==> src/rtl/lcd_bus_reader.sv <==
// Read-side engine for an HD44780-style 8-bit LCD bus: performs RW=1 status or data
// reads, with an optional hardware busy-flag poll loop bounded by POLL_MAX reads.
module lcd_bus_reader #(
    parameter int unsigned T_AS     = 3,
    parameter int unsigned T_EH     = 25,
    parameter int unsigned T_EL     = 25,
    parameter int unsigned POLL_MAX = 1000
) (
    input  logic       clk_clk,
    input  logic       reset_reset_n,
    input  logic       req,
    input  logic       rs_sel,
    input  logic       poll,
    output logic       ready,
    output logic       done,
    output logic [7:0] dado,
    output logic       busy_flag,
    output logic       timeout,
    output logic       lcd_rs,
    output logic       lcd_rw,
    output logic       lcd_en,
    input  logic [7:0] lcd_data_in,
    output logic       lcd_data_oe
);

    localparam int unsigned T_MAX = (T_AS > T_EH) ? ((T_AS > T_EL) ? T_AS : T_EL)
                                                  : ((T_EH > T_EL) ? T_EH : T_EL);
    localparam int unsigned TW = $clog2(T_MAX + 1);
    localparam int unsigned PW = $clog2(POLL_MAX + 1);

    localparam logic [2:0] IDLE  = 3'd0;
    localparam logic [2:0] SETUP = 3'd1;
    localparam logic [2:0] EHIGH = 3'd2;
    localparam logic [2:0] ELOW  = 3'd3;
    localparam logic [2:0] DONE  = 3'd4;

    logic [2:0]    state;
    logic [2:0]    state_next;
    logic [TW-1:0] tcnt;
    logic [TW-1:0] tcnt_next;
    logic [TW-1:0] phase_len_m1;
    logic [PW-1:0] pcnt;
    logic [PW-1:0] pcnt_next;
    logic          rs_lat;
    logic          poll_lat;
    logic [7:0]    sample;
    logic          phase_last;
    logic          retry;
    logic          accept;
    logic          sample_en;
    logic          finish;
    logic          finish_to;
    logic          active;

    always_comb begin
        case (state)
            SETUP:   phase_len_m1 = TW'(T_AS - 1);
            EHIGH:   phase_len_m1 = TW'(T_EH - 1);
            default: phase_len_m1 = TW'(T_EL - 1);
        endcase
    end

    assign phase_last = (tcnt == phase_len_m1);

    // Another status read is wanted only while polling and the controller reports busy.
    assign retry = poll_lat && !rs_lat && sample[7];

    always_comb begin
        state_next = state;
        tcnt_next  = tcnt;
        pcnt_next  = pcnt;
        accept     = 1'b0;
        sample_en  = 1'b0;
        finish     = 1'b0;
        finish_to  = 1'b0;
        case (state)
            IDLE: begin
                if (req) begin
                    accept     = 1'b1;
                    state_next = SETUP;
                    tcnt_next  = '0;
                    pcnt_next  = '0;
                end
            end
            SETUP: begin
                if (phase_last) begin
                    state_next = EHIGH;
                    tcnt_next  = '0;
                end else begin
                    tcnt_next = tcnt + TW'(1);
                end
            end
            EHIGH: begin
                if (phase_last) begin
                    sample_en  = 1'b1;
                    state_next = ELOW;
                    tcnt_next  = '0;
                end else begin
                    tcnt_next = tcnt + TW'(1);
                end
            end
            ELOW: begin
                if (phase_last) begin
                    tcnt_next = '0;
                    // pcnt counts reads already finished before the current one
                    if (retry && (pcnt < PW'(POLL_MAX - 1))) begin
                        state_next = SETUP;
                        pcnt_next  = pcnt + PW'(1);
                    end else begin
                        state_next = DONE;
                        finish     = 1'b1;
                        finish_to  = retry;
                    end
                end else begin
                    tcnt_next = tcnt + TW'(1);
                end
            end
            DONE: begin
                state_next = IDLE;
            end
            default: begin
                state_next = IDLE;
                tcnt_next  = '0;
            end
        endcase
    end

    always_ff @(posedge clk_clk or negedge reset_reset_n) begin
        if (!reset_reset_n) begin
            state     <= IDLE;
            tcnt      <= '0;
            pcnt      <= '0;
            rs_lat    <= 1'b0;
            poll_lat  <= 1'b0;
            sample    <= 8'h00;
            dado      <= 8'h00;
            busy_flag <= 1'b0;
            timeout   <= 1'b0;
        end else begin
            state <= state_next;
            tcnt  <= tcnt_next;
            pcnt  <= pcnt_next;
            if (accept) begin
                rs_lat   <= rs_sel;
                poll_lat <= poll;
                timeout  <= 1'b0;
            end
            // Bus has been stable for most of the E-high window; no synchronizer needed.
            if (sample_en) begin
                sample <= lcd_data_in;
            end
            if (finish) begin
                dado      <= sample;
                busy_flag <= !rs_lat && sample[7];
                timeout   <= finish_to;
            end
        end
    end

    // Bus controls decode straight from state so reset drops E without a clock edge.
    assign active      = (state == SETUP) || (state == EHIGH) || (state == ELOW);
    assign ready       = (state == IDLE);
    assign done        = (state == DONE);
    assign lcd_en      = (state == EHIGH);
    assign lcd_rw      = active;
    assign lcd_rs      = active && rs_lat;
    assign lcd_data_oe = !active;

endmodule

==> config.mk <==
export PLATFORM = sky130hd
export DESIGN_NAME = lcd_bus_reader
export DESIGN_NICKNAME = d
export VERILOG_FILES = /design/src/rtl/lcd_bus_reader.sv
export SDC_FILE = /design/constraint.sdc
export NUM_CORES = 1
export LEC_CHECK = 0
export ABC_AREA = 1
export CAP_MARGIN = 20
export CORE_UTILIZATION = 54
export DETAILED_ROUTE_END_ITERATION = 10
export PLACE_DENSITY = 0.91
export SETUP_SLACK_MARGIN = 0.3
export SKIP_CTS_REPAIR_TIMING = 1
export SYNTH_ARGS = -nofsm -noshare
export SYNTH_HDL_FRONTEND = slang
export SYNTH_SLANG_ARGS = --single-unit
==> constraint.sdc <==
create_clock -name clk_clk -period 1.6 [get_ports clk_clk]
set_input_delay 0.4 -clock clk_clk [delete_from_list [all_inputs] [get_ports clk_clk]]
set_output_delay 0.4 -clock clk_clk [all_outputs]
set_load 0.01 [all_outputs]
==> key figures, run 1 <==
Floorplanning
  • Num rows: 21
  • Core area: 3470 um^2
  • IO Count: 29
  • Initial Util: 0.587
  • DIE AREA: 4020 um^2
  • Die Ht: 63.4 um
  • Die W: 63.4 um

Power and ir drop
  • Max VDD drop: 624 uV
  • Leak: 1.61 nW
  • Pwr Density: 588 nW/um^2

Synthesis
  • Synth area leaders: dfrtp_1 47%, nand2_1 18%, nand3_1 8.9%
  • Synth Area per Inst: 7.71 um^2
  • Post-synthesis sequential area ratio: 0.467
  • Synthesized area: 2040 um^2
  • Flop and latch count out of synthesis: 38
  • Post-synth top area cell: dfrtp_1
  • Area share of the largest cell type after synthesis: 0.467
  • Synth unique cells: 27
  • Syn. warnings: 0
  • Post-Syn Instances: 264
  • Syn nets: 279

Clocking
  • Total clock sinks: 38
  • Max Buffers Root-to-Sink: 2
  • Total CTS buffers: 5
  • H-tree depth: 2
  • Clock Latency Late Sink: 310 ps
  • Root buf cell: clkbuf_8
  • CTS tree: yes
  • CTS clk-pin slew, worst paths: 80 ps

Cells and area
  • Layout fillers: 172
  • # diodes: 0
  • Post-layout nets: 342
  • Layout Cells excl Fill: 374
  • Layout cells sized above 1: 0.360
  • Storage element area: 955 um^2
  • Layout area overhead: 47.1%
  • Final instance area: 3000 um^2
  • Area of the multi-input gates: 1190 um^2

Timing
  • Final period utilization: 1.18
  • Max Clk Rate: 0.528 GHz
  • Final min period: 1890 ps
  • Final worst slack: -295 ps
  • Final Setup Violations: 41
  • Final slew viol count: 0
  • Worst slew pin tran: 439 ps
  • RSZ-0062 raised after global routing: true
  • Skew final: 11.1 ps
  • Final Hold Fails: 0
  • Worst slew margin: 0.707

Place
  • Gpl congestion: 0.833
  • Port Buf Inserts: 28
  • Dpl hpwl: 3520 um
  • Dpl cells: 351
  • Placed cell areas: 2510 um^2

Critical path
  • Worst path arrival time: 2130 ps
  • Setup CP Type: flip-flop to flip-flop
  • Reg2Reg Depth: 9
  • CP max FO: 10
  • Setup crit end kind: flip-flop
  • Slowest stage delay, CP: 440 ps
  • Critical Path RT: 1830 ps
  • Critical path startpoint category: flip-flop
  • CP max stage cell: dfrtp_2
  • CP cell instances: buf_6 -> buf_4 -> nand3_1 -> nor2_1 -> nand2_2 -> nand2_2 -> buf_6 -> nand3_1 -> nand2_1

Global route
  • Largest net degree at the start of global routing: 19
  • Gr ovfl total: 0
  • First-pass GRT wire length: 8260 um
  • Total track usage: 0.275
  • Vias in the first global route: 1833
  • Initial antenna violation count: 0

Routing
  • WL per Instance: 19.6 um
  • 1st-iter DRT viols: 318
  • Vias per cell: 5.91
  • Via count: 2210
  • Final WL: 7340 um
  • Drt pass-1 iters: 5
  • ANT nets after route: 0
  • # DRC: 0

Outcome
  • Failing checks: negative setup slack
  • Status: complete, but fails checks

Hold path
  • Tightest Hold Check Type: input pin to asynchronous set/reset pin

Run
  • Max-Cap Viols: 0
[power by group]
group	total (mW)	internal, mW	switching (mW)
logic	0.0687	0.0352	0.0335
registers	0.980	0.970	0.0102
clock network	0.712	0.346	0.366
total	1.76	1.35	0.409
[per-layer routing]
metal  vias to the layer above  GRT usage  part of all wire
met4                         0      0.145             0.060
met2                       148      0.465              0.51
met5                         -          0                 0
met3                        51     0.0670             0.078
li1                        966          -                 -
met1                      1045      0.318              0.35
[registers in the layout, indices dropped and copies added, names as in the netlist]
signal     count
busy_flag      1
dado           8
pcnt          10
poll_lat       1
rs_lat         1
sample         8
state          3
tcnt           5
timeout        1
[cell type report]
| cell class | instances | area share |
|---|---|---|
| multi-input cells | 196 | 0.396 |
| repair buffers | 61 | 0.198 |
| clock buffers | 6 | 0.0276 |
| well taps | 46 | 0.0192 |
| flip-flops and latches | 38 | 0.319 |
| clock inverters | 2 | 0.00418 |
| inverters | 25 | 0.0355 |
[critical path: cells and delay by family (launching register included)]
kind / cells / cell delay, ps
flip-flops: 1 / 440
AND/OR/NAND/NOR: 6 / 930
buffers and inverters: 3 / 450
[placed cells by master (no fill, tap or decap), types with 2 or more instances in the layout]
cell and instances:
a21oi_1 4, a21oi_4 2, buf_4 20, buf_6 15, clkbuf_2 3, clkbuf_8 6
clkdlybuf4s50_1 11, dfrtp_1 35, dfrtp_2 3, dlymetal6s2s_1 10, inv_1 18, inv_2 3
inv_4 3, nand2_1 69, nand2_2 24, nand2_4 6, nand3_1 29, nand3_2 9
nand3_4 4, nand4_1 2, nor2_1 16, nor2_2 2, nor2_4 8, nor3_1 3
o21ai_0 5, xor2_1 4
[cells by family (layout without fill, tap and decap cells)]
group,Yosys count,in the layout,synth area share
adders and majority gates,2,2,0.0123
AOI/OAI and AO/OA,13,14,0.0375
muxes,1,1,0.00553
xor gates and xnor gates,4,4,0.0172
and+or+nand+nor,174,175,0.387
DFF,38,38,0.467
buffers and inverters,32,94,0.0731
[worst paths after layout]
check,startpoint,endpoint,slack (ps)
worst max-delay path,state[1],pcnt[9],-290
worst min-delay path,reset_reset_n,state[2],20
worst max register to register,state[1],pcnt[9],-290
worst min register to register,dado[2],dado[2],480
max in group asynchronous,reset_reset_n,pcnt[3],1040
min in group clk_clk,dado[2],dado[2],480
[Yosys cell counts]
cell type / count
o22ai_1: 1
inv_2: 2
nand3_4: 3
buf_6: 3
ha_1: 2
o21bai_1: 1
inv_1: 22
nor2_1: 22
clkinv_2: 1
nor3_1: 4
nor3b_1: 1
nand3_1: 36
a21oi_1: 4
buf_2: 1
dfrtp_1: 38
a21oi_2: 1
o21ai_0: 5
buf_4: 1
nor2_2: 4
nand2_1: 95
nand3_2: 2
mux2_2: 1
o21ai_2: 1
nand2_2: 5
xor2_1: 4
nand4_1: 2
clkbuf_1: 2
[metrics by stage]
step / total power [mW] / util / TNS (ps) / setup slack (ps) / hold WS, ps
floorplan: 1.00 / - / 0 / 293 / 104
global placement: 1.05 / 0.723 / -341 / -82.9 / 347
detailed placement: 1.06 / 0.723 / -1010 / -146 / 352
CTS: 1.74 / 0.751 / -2620 / -477 / 30.2
global route: 1.82 / 0.864 / -7240 / -305 / 39.4
finish: 1.76 / 0.864 / -5910 / -295 / 17.4
Note: power is estimated with default switching activity, not from simulation.
==> inputs of run 2 (changes only) <==
Clock period 1.6 ns to 1.9 ns, I/O delays scaled along.
==> run 2 against run 1 <==
Net effect:
- maximum frequency rose by 3.5%
- combinational power fell by 25%
- critical endpoint is now dado[3]
- clock-buffer cell count fell by 1
- the flow now finishes without violations
- critical path depth rose by 1
- via count fell by 6.5%
- largest power group unchanged
- wire length fell by 13%
- clock power barely moved
- highest routed layer unchanged
- die area did not move
- cell count fell by 2.4%
- sequential power fell by 16%
==> key figures, run 2 (synthesized netlist as in run 1, its figures left out) <==
Routing
  • Via count: 2066
  • Drt pass-1 iters: 5
  • 1st-iter DRT viols: 185
  • ANT nets after route: 0
  • # DRC: 0
  • Vias per cell: 5.66
  • WL per Instance: 17.4 um
  • Final WL: 6370 um

Clocking
  • Root buf cell: clkbuf_8
  • Clock Latency Late Sink: 310 ps
  • H-tree depth: 2
  • CTS clk-pin slew, worst paths: 90 ps
  • Total CTS buffers: 5
  • Total clock sinks: 38
  • CTS tree: yes
  • Max Buffers Root-to-Sink: 2

Floorplanning
  • IO Count: 29
  • Initial Util: 0.587
  • Core area: 3470 um^2
  • Die Ht: 63.4 um
  • Num rows: 21
  • DIE AREA: 4020 um^2
  • Die W: 63.4 um

Cells and area
  • Max FFs per register: 10
  • Most common cell after layout, fill and taps aside: nand2_1
  • Layout area overhead: 36.1%
  • Most flop-heavy register: pcnt
  • # diodes: 0
  • Layout Cells excl Fill: 365
  • Post-layout nets: 333
  • Most frequent cells in the layout: 87 x nand2_1, 36 x dfrtp_1, 35 x nand3_1
  • Layout cells sized above 1: 0.245
  • Top flop regs: pcnt (10), dado (8), sample (8)
  • Final Util: 0.799

Outcome
  • Status: complete, no violations

Timing
  • Total negative slack: 0 ps
  • Final min period: 1830 ps
  • Hold slack final: 204 ps
  • Final Setup Violations: 0
  • Max Clk Rate: 0.546 GHz
  • Final period utilization: 0.964
  • Worst slew margin: 0.682
  • Skew final: 16.1 ps
  • Worst slew pin tran: 477 ps
  • RSZ-0062 raised after global routing: true
  • Final slew viol count: 0
  • Final Hold Fails: 0

Global route
  • Largest net degree at the start of global routing: 39
  • First-pass GRT wire length: 7730 um
  • Gr ovfl total: 0
  • Vias in the first global route: 1722
  • Initial antenna violation count: 0
  • Total track usage: 0.250

Power and ir drop
  • Gate power share: 0.032
  • Leak: 1.58 nW
  • Sequential power share: 0.518
  • Net switching power: 0.359 mW
  • Clk pwr share: 0.450
  • Max VDD drop: 498 uV
  • Pwr Density: 574 nW/um^2
  • Internal power: 1.23 mW
  • Net Sw Frac: 0.225

Critical path
  • Critical Path RT: 2100 ps
  • Setup CP Type: flip-flop to flip-flop
  • Critical path startpoint category: flip-flop
  • CP max FO: 8
  • Worst path arrival time: 2030 ps
  • Setup crit end kind: flip-flop

Run
  • Max-Cap Viols: 0

Place
  • Gpl congestion: 0.909
  • Dpl cells: 340
  • Port Buf Inserts: 28
  • Dpl hpwl: 3130 um

Hold path
  • Tightest Hold Check Type: input pin to asynchronous set/reset pin
[run 2: cell count changes in the layout (fill, tap and decap cells not counted), sizes merged]
cell	delta
bufinv	+1
clkbuf	-4
clkinvlp	+1
a21oi	-1
dlymetal6s2s	+1
buf	-7
[run 2: area by class of cell]
type,count,area [um^2]
Sequential cell,38,953
Inverter,25,109
Fill cell,212,697
Tap cell,46,57.6
Clock inverter,3,45.0
Timing Repair inverter,1,6.26
Clock buffer,5,68.8
Timing Repair Buffer,52,509
Multi-Input combinational cell,195,1020
[run 2: layer usage]
layer / up-vias / share of wire / track usage
met4: 0 / 0.039 / 0.0795
met5: - / 0 / 0
met1: 976 / 0.38 / 0.310
li1: 949 / - / -
met2: 115 / 0.52 / 0.427
met3: 26 / 0.070 / 0.0598
[run 2: path summary, 6_finish.rpt]
check | from | end | slack, ps | depth (start not counted)
worst max-delay path | state[2] | dado[3] | 70 | 10
worst min-delay path | reset_reset_n | timeout | 200 | 2
worst max register to register | state[2] | dado[3] | 70 | 10
worst min register to register | dado[2] | dado[2] | 480 | 2
max in group asynchronous | reset_reset_n | state[0] | 1320 | 2
min in group clk_clk | dado[2] | dado[2] | 480 | 2
[run 2: worst max-delay path, cell delays in order (launching register included)]
cell and delay [ps]:
dfrtp_1 450, inv_2 210, nand2_1 100, nor2_2 180, nand2_2 100, nand3_4 160, inv_8 70, nand3_4 170
clkinv_4 120, nand2_2 100, nand2_1 70
[run 2: power groups by stage]
| stage | Combinational [mW] | Sequential (mW) | Clock [mW] |
|---|---|---|---|
| after floorplan | 0.00630 | 0.837 | 0 |
| after global placement | 0.0484 | 0.837 | 0 |
| after detailed placement | 0.0498 | 0.838 | 0 |
| after CTS | 0.0507 | 0.822 | 0.706 |
| after global routing | 0.0567 | 0.825 | 0.758 |
| final | 0.0516 | 0.824 | 0.715 |
[run 2: stage by stage]
| stage | total power, mW | setup slack [ps] | cell area (um^2) |
|---|---|---|---|
| 2_1_floorplan | 0.843 | 371 | 2040 |
| 3_3_place_gp | 0.886 | 108 | 2380 |
| 3_5_place_dp | 0.888 | 19.0 | 2380 |
| 4_1_cts | 1.58 | -339 | 2500 |
| 5_1_grt | 1.64 | 13.1 | 2770 |
| 6_report | 1.59 | 68.8 | 2770 |
